==> config.mk <==
export PLATFORM = sky130hd
export DESIGN_NAME = serial_magnitude_comparator_flat
export DESIGN_NICKNAME = d
export VERILOG_FILES = /design/src/rtl/serial_magnitude_comparator_if.sv /design/src/rtl/serial_magnitude_comparator.sv /design/src/flat_wrapper.sv
export SDC_FILE = /design/constraint.sdc
export NUM_CORES = 1
export LEC_CHECK = 0
export ABC_AREA = 1
export BUFFER_PORTS_ARGS = -buffer_cell sky130_fd_sc_hd__buf_2
export CORE_ASPECT_RATIO = 0.7
export CORE_MARGIN = 2
export CORE_UTILIZATION = 56
export CTS_BUF_LIST = sky130_fd_sc_hd__clkbuf_8
export DETAILED_ROUTE_END_ITERATION = 8
export PLACE_DENSITY = 0.81
export SYNTH_ARGS = -nofsm -noshare
export SYNTH_HDL_FRONTEND = slang
export SYNTH_SLANG_ARGS = --single-unit
==> constraint.sdc <==
create_clock -name clk -period 1.9 [get_ports clk]
set_input_delay 0.285 -clock clk [delete_from_list [all_inputs] [get_ports clk]]
set_output_delay 0.285 -clock clk [all_outputs]
set_load 0.01 [all_outputs]
==> src/rtl/serial_magnitude_comparator_if.sv <==
// Request/result bundle for the serial magnitude comparator.
// The master side issues operands and cascade bits; the slave side returns
// busy, a one-cycle done pulse and the one-hot LT/GT/EQ result.
interface serial_magnitude_comparator_if #(
    parameter int WIDTH = 8
);
    logic             start;
    logic             sgn;
    logic [WIDTH-1:0] a;
    logic [WIDTH-1:0] b;
    logic             l;
    logic             e;
    logic             g;
    logic             busy;
    logic             done;
    logic             LT;
    logic             GT;
    logic             EQ;

    modport master (
        output start, sgn, a, b, l, e, g,
        input  busy, done, LT, GT, EQ
    );

    modport slave (
        input  start, sgn, a, b, l, e, g,
        output busy, done, LT, GT, EQ
    );
endinterface

==> src/rtl/serial_magnitude_comparator.sv <==
// Bit-serial magnitude comparator. Operands are latched on start and scanned
// MSB-first, one bit per clock, stopping at the first differing bit. When all
// bits match, the latched cascade inputs from a less-significant stage decide
// the result. Every output is a flop; nothing on the bus reaches an output
// combinationally. WIDTH is meant to stay within 2..32.
module serial_magnitude_comparator #(
    parameter int WIDTH = 8
) (
    input  logic                          clk,
    input  logic                          rst,
    serial_magnitude_comparator_if.slave  bus
);
    localparam int IW = $clog2(WIDTH);
    localparam logic [IW-1:0] MSB_IDX = IW'(WIDTH - 1);

    typedef enum logic [1:0] {
        IDLE = 2'd0,
        SCAN = 2'd1,
        DONE = 2'd2
    } state_t;

    state_t           state;
    logic [IW-1:0]    idx;
    logic [WIDTH-1:0] a_q;
    logic [WIDTH-1:0] b_q;
    logic             sgn_q;
    logic             l_q;
    logic             e_q;
    logic             g_q;
    logic             busy_q;
    logic             done_q;
    logic             lt_q;
    logic             gt_q;
    logic             eq_q;

    // e only matters as the fallback when neither l nor g is set, and EQ is
    // that fallback anyway, so the latched copy never steers the result.
    logic             e_unused;
    assign e_unused = e_q;

    logic bit_a;
    logic bit_b;
    logic at_msb;
    logic a_wins;

    // Decision for the bit under the scan pointer; the sign bit of a signed
    // compare flips the sense (a 1 there means a is negative, so smaller).
    always_comb begin
        bit_a  = a_q[idx];
        bit_b  = b_q[idx];
        at_msb = (idx == MSB_IDX);
        a_wins = bit_a ^ (sgn_q & at_msb);
    end

    // Control FSM with operand latch, scan pointer and registered results.
    always_ff @(posedge clk) begin
        if (rst) begin
            state  <= IDLE;
            idx    <= MSB_IDX;
            a_q    <= '0;
            b_q    <= '0;
            sgn_q  <= 1'b0;
            l_q    <= 1'b0;
            e_q    <= 1'b0;
            g_q    <= 1'b0;
            busy_q <= 1'b0;
            done_q <= 1'b0;
            lt_q   <= 1'b0;
            gt_q   <= 1'b0;
            eq_q   <= 1'b0;
        end else begin
            case (state)
                IDLE, DONE: begin
                    // DONE accepts a new request too, giving back-to-back ops.
                    done_q <= 1'b0;
                    if (bus.start) begin
                        a_q    <= bus.a;
                        b_q    <= bus.b;
                        sgn_q  <= bus.sgn;
                        l_q    <= bus.l;
                        e_q    <= bus.e;
                        g_q    <= bus.g;
                        idx    <= MSB_IDX;
                        busy_q <= 1'b1;
                        state  <= SCAN;
                    end else begin
                        busy_q <= 1'b0;
                        state  <= IDLE;
                    end
                end

                SCAN: begin
                    // start is deliberately ignored here.
                    if (bit_a != bit_b) begin
                        lt_q   <= ~a_wins;
                        gt_q   <= a_wins;
                        eq_q   <= 1'b0;
                        done_q <= 1'b1;
                        busy_q <= 1'b0;
                        state  <= DONE;
                    end else if (idx != '0) begin
                        idx <= idx - IW'(1);
                    end else begin
                        // All bits equal: cascade decides, l beats g beats e.
                        lt_q   <= l_q;
                        gt_q   <= ~l_q & g_q;
                        eq_q   <= ~l_q & ~g_q;
                        done_q <= 1'b1;
                        busy_q <= 1'b0;
                        state  <= DONE;
                    end
                end

                default: begin
                    done_q <= 1'b0;
                    busy_q <= 1'b0;
                    state  <= IDLE;
                end
            endcase
        end
    end

    assign bus.busy = busy_q;
    assign bus.done = done_q;
    assign bus.LT   = lt_q;
    assign bus.GT   = gt_q;
    assign bus.EQ   = eq_q;
endmodule

==> src/flat_wrapper.sv <==
// flat-port wrapper written by rule: the top's interface ports become plain ports
module serial_magnitude_comparator_flat 
#(
    parameter int WIDTH = 8
)
  (clk, rst, bus_start, bus_sgn, bus_a, bus_b, bus_l, bus_e, bus_g, bus_busy, bus_done, bus_LT, bus_GT, bus_EQ);
  serial_magnitude_comparator_if #(.WIDTH(WIDTH)) bus_i ();
  input  logic clk;
  input  logic rst;
  input wire logic [$bits(bus_i.start)-1:0] bus_start;
  input wire logic [$bits(bus_i.sgn)-1:0] bus_sgn;
  input wire logic [$bits(bus_i.a)-1:0] bus_a;
  input wire logic [$bits(bus_i.b)-1:0] bus_b;
  input wire logic [$bits(bus_i.l)-1:0] bus_l;
  input wire logic [$bits(bus_i.e)-1:0] bus_e;
  input wire logic [$bits(bus_i.g)-1:0] bus_g;
  output wire logic [$bits(bus_i.busy)-1:0] bus_busy;
  output wire logic [$bits(bus_i.done)-1:0] bus_done;
  output wire logic [$bits(bus_i.LT)-1:0] bus_LT;
  output wire logic [$bits(bus_i.GT)-1:0] bus_GT;
  output wire logic [$bits(bus_i.EQ)-1:0] bus_EQ;
  assign bus_i.start = bus_start;
  assign bus_i.sgn = bus_sgn;
  assign bus_i.a = bus_a;
  assign bus_i.b = bus_b;
  assign bus_i.l = bus_l;
  assign bus_i.e = bus_e;
  assign bus_i.g = bus_g;
  assign bus_busy = bus_i.busy;
  assign bus_done = bus_i.done;
  assign bus_LT = bus_i.LT;
  assign bus_GT = bus_i.GT;
  assign bus_EQ = bus_i.EQ;
  serial_magnitude_comparator #(.WIDTH(WIDTH)) u_core (.clk(clk), .rst(rst), .bus(bus_i));
endmodule
==> impl_metrics.toml, run 1 <==
[cells_and_area]
layout_commonest_cell = "nand2_1"
final_cell_mix = "43 x nand2_1, 29 x dfxtp_1, 26 x inv_1, 26 x buf_2, 23 x nand3_1"
area_delta_synth_final_pct = 17.2
stdcell_area_sq_um = 1660
drive_above_1_share_pct = 21.8
final_util_pct = 68.4
finalNonFillerCells = 263
final_nets = 255
antenna_cells = 0
fill_cells = 216

[floorplan]
std_cell_rows = 15
die-area_sq_um = 2950
fp.dieH_microns = 46.0
core_area_sq_um = 2420
die_x_microns = 64.1
io-pin-count = 28
initial_core_util_pct = 58.4

[grt]
grt_pass1_wl_microns = 4930
grt_max_degree = 24
grt_pass1_vias = 1174
overflow = 0
grt.total_usage_pct = 22.3
antenna_found_initial = 0

[power]
p_leak_nw = 0.844
peakVddDrop_v = 0.000613
power_density_nw_per_um2 = 1040

[synthesis]
yosys_warnings = 0
ys_ff_latch = 29
synthDistinctLibCells = 21
synth_area_sq_um = 1410
syn_area_per_cell_sq_um = 7.03
seq_area_frac_synth_pct = 41.1
synthFlopType = "dfxtp_1"
synthArstFlopShare_pct = 0
syn_inst = 201
synth_fp_nets = 227
synth_edf_count = 0

[sta]
setup_viol = 0
period_minus_slack_ns = 1.72
fmax_mhz = 581
tightest_slew_ns = 0.596
hold_viol_final = 0
fin_skew_ns = 0.00363
rsz0062_at_grt = "no"
period_share_pct = 90.6
fin_hold_ws_ns = 0.241
slew_headroom_pct = 60.2
drv_slew = 0
tns_ns = 0

[route]
postRouteAntennaNets = 0
drc = 0
drtPass1Iterations = 4
wl_microns = 3010
dr_total_vias = 1344
vias_per_cell = 5.11
drt_iter0_drc = 35
avgRoutedWirePerCell_microns = 11.4

[critical_path]
start_kind = "flop"
reg2reg_depth = 11
worst_ep_arrival_time_ns = 1.86
cp-end-kind = "flop"
crit_fanout = 11
required_ns = 2.04
setup.worst_path.class = "flop to flop"

[clock_tree]
hold_buffers = 0
cts_buffers = 5
cts_tree = "done"
cts-root-buf = "clkbuf_8"
clk_pin_slew_ns = 0.06
post-cts-setup-buffer-count = 0
cts.path.max_buffers = 2
htreeDepth = 2
cts.sinks = 29
clock_latency_ns = 0.28
cts_repair_resize_count = 0

[placed_design]
gp_congestion = 0.826
place_area_sq_um = 1570
place_hpwl_microns = 2230
dp.cells = 256
port_buffers = 26

[status]
outcome = "complete, no violations"

[min_path]
whs_path_depth = 2
hp-class = "primary input to flop"

[job]
maxCapViolations = 0
## kinds of logic (layout without fill, tap and decap cells)
group	count (synthesis)	count (layout)	synth area share, %
buffers and inverters	36	64	10.5
AND/OR/NAND/NOR	87	87	29.2
adder cells (fa/ha/maj)	3	3	2.66
flip-flops	29	29	41.1
AO/OA/AOI/OAI	46	46	16.5
## flip-flops by register name, indices dropped and copies added (netlist names), 2 cells and up
signal	flops
u_core.a_q	8
u_core.b_q	8
u_core.idx	3
u_core.state	2
## Yosys cell counts, types with 3 or more instances
cell type / number / area (sq um)
a21oi_1: 22 / 110
clkbuf_1: 6 / 22.5
dfxtp_1: 29 / 581
ha_1: 3 / 37.5
inv_1: 25 / 93.8
nand2_1: 43 / 161
nand2_2: 6 / 37.5
nand2_4: 4 / 45.0
nand3_1: 23 / 115
nor2_1: 8 / 30.0
o21ai_0: 20 / 100
o21ai_1: 3 / 15.0
## final timing paths
path | start | end | slack [ns]
max | u_core.idx[0] | u_core.idx[0] | 0.18
min reg2reg | u_core.a_q[6] | u_core.a_q[6] | 0.45
max reg2reg | u_core.idx[0] | u_core.idx[0] | 0.18
min | rst | u_core.bus.GT | 0.24
## through the flow
stage / setup slack [ns] / power, mW
floorplan: 0.549 / 1.13
global placement: 0.237 / 1.22
detailed placement: 0.203 / 1.24
CTS: 0.184 / 1.74
global route: 0.0255 / 1.83
finish: 0.178 / 1.72
## cell type report
type                            instances  area, sq um  share of cell area (%)
Sequential cell                        29          581                    35.0
Multi-Input combinational cell        136          684                    41.3
Inverter                               28          110                    6.65
Clock buffer                            6         82.6                    4.98
Clock inverter                          1         3.75                   0.227
Tap cell                               34         42.5                    2.57
Timing Repair Buffer                   29          153                    9.21
## critical path, cell delays in order, from the launching register on
cell,delay [ns]
dfxtp_1,0.63
inv_6,0.10
nand2_1,0.09
nand3_1,0.08
nand3_1,0.12
nand2_2,0.09
nand2_4,0.09
nand2_4,0.08
nand2_4,0.09
nand2_2,0.06
o21ai_1,0.08
nand3_1,0.08
## where the power goes
group,total (mW),switching [mW],internal [mW],leakage [nW]
Sequential,0.719,0.0420,0.677,0.240
Clock,0.494,0.213,0.281,0.0485
Combinational,0.512,0.325,0.187,0.555
## layer usage
metal	global-route usage, %	share of wire (%)
met1	26.8	47
met2	38.1	47
met3	6.19	4.8
met4	10.4	1.6
met5	0	0
Power figures use the tool's default switching activity.
==> inputs of run 2 (changes only) <==
CORE_UTILIZATION = 45   (was 56)
PLACE_DENSITY = 0.67   (was 0.81)
==> run 2 against run 1 <==
  * Clock power increased by 54%
  * Global-route usage decreased by 3.6 points
  * Fmax increased by 0.70%
  * Clock-buffer cell count decreased by 1
  * Worst hold slack got worse by 0.0093 ns
  * Cell count increased by 1.5%
  * Register-to-register slack about the same
  * Die area increased by 23%
  * Critical endpoint unchanged
  * Highest routed layer unchanged
==> impl_metrics.toml, run 2 (same netlist as run 1, synthesis figures left out) <==
[job]
maxCapViolations = 0

[clock_tree]
clock_latency_ns = 0.29
clk_pin_slew_ns = 0.06
post-cts-setup-buffer-count = 0
htreeDepth = 2
cts_buffers = 5
cts.sinks = 29
hold_buffers = 0
cts-root-buf = "clkbuf_8"
cts_repair_resize_count = 0
cts.path.max_buffers = 2
cts_tree = "done"

[route]
wl_microns = 3050
drtPass1Iterations = 4
drt_iter0_drc = 67
dr_total_vias = 1310
avgRoutedWirePerCell_microns = 11.4
postRouteAntennaNets = 0
drc = 0
vias_per_cell = 4.91

[critical_path]
cp-end-kind = "flop"
required_ns = 2.05
start_kind = "flop"
path_buf_inv = 0
path_delay_family = "simple AND/OR/NAND/NOR gates"
crit_slowest_cell = "dfxtp_1"
slowest_delay_ns = 0.60
crit_fanout = 10
worst_ep_arrival_time_ns = 1.86
setup.worst_path.class = "flop to flop"
path_cells = "nand2_1 -> nand3_1 -> nand2_1 -> nand2_1 -> nand2_2 -> nand2_4 -> nand2_4 -> nand2_4 -> nand2_2 -> o21ai_1 -> nand3_1"

[placed_design]
gp_congestion = 0.760
place_hpwl_microns = 2280
port_buffers = 26

[grt]
overflow = 0
grtUsageMet2_pct = 31.2
grt_pass1_wl_microns = 5230
grt.total_usage_pct = 18.7
grt_pass1_vias = 1231
met1_usage_pct = 23.5
grt-busiest-layer = "met2"
antenna_found_initial = 0
gr-usage-met3_pct = 5.33
grt_max_degree = 24

[floorplan]
fp.dieH_microns = 50.9
initial_core_util_pct = 49.0
std_cell_rows = 16
io-pin-count = 28
die_x_microns = 71.0
die-area_sq_um = 3610
core_area_sq_um = 2880

[power]
peakVddDrop_v = 0.000500
power_density_nw_per_um2 = 1160
totalPowerFinal_mw = 1.99
p_leak_nw = 0.868

[min_path]
hp-class = "primary input to flop"

[sta]
hold_viol_final = 0
tns_ns = 0
fin_hold_ws_ns = 0.232
drv_slew = 0
period_share_pct = 90.0
period_minus_slack_ns = 1.71
fin_skew_ns = 0.00477
rsz0062_at_grt = "no"
fmax_mhz = 585
slew_headroom_pct = 59.6
tightest_slew_ns = 0.605
setup_viol = 0

[cells_and_area]
final_nets = 256
layout_commonest_cell = "nand2_1"
final_util_pct = 59.5
top_regs = "u_core.a_q x8, u_core.b_q x8, u_core.idx x3"
fill_cells = 291
final_cell_mix = "43 x nand2_1, 29 x dfxtp_1, 26 x buf_2"
drive_above_1_share_pct = 22.9
area_delta_synth_final_pct = 21.2
antenna_cells = 0

[status]
outcome = "complete, no violations"
## run 2: power by group
group	switching [mW]	internal, mW	total, mW
combinational	0.324	0.191	0.515
sequential	0.0406	0.676	0.717
clock	0.242	0.521	0.763
## run 2: layout make-up
type	count	area [sq um]	area share, %
Clock buffer	5	68.8	4.01
Clock inverter	3	65.1	3.80
Inverter	28	110	6.42
Multi-Input combinational cell	136	684	39.9
Sequential cell	29	581	33.9
Tap cell	36	45.0	2.63
Timing Repair Buffer	30	160	9.34
## run 2: worst paths after layout
kind / endpoint / startpoint / depth (start not counted) / slack [ns]
worst max-delay path: u_core.idx[0] / u_core.idx[0] / 11 / 0.19
worst min-delay path: u_core.bus.GT / rst / 2 / 0.23
worst max register to register: u_core.idx[0] / u_core.idx[0] / 11 / 0.19
worst min register to register: u_core.b_q[1] / u_core.b_q[1] / 2 / 0.46
## run 2: per-stage QoR
stage | setup slack [ns] | area [sq um] | std cells
final | 0.190 | 1710 | 267
after global routing | 0.0186 | 1710 | 267
after CTS | 0.192 | 1710 | 267
after detailed placement | 0.218 | 1580 | 259
after global placement | 0.247 | 1580 | 259
after floorplan | 0.549 | 1410 | 201
## run 2: routing by layer
layer | part of all wire [%] | routed length [microns]
met1 | 49 | 1500
met2 | 44 | 1330
met5 | 0 | 0
met3 | 5.7 | 173
met4 | 1.5 | 45
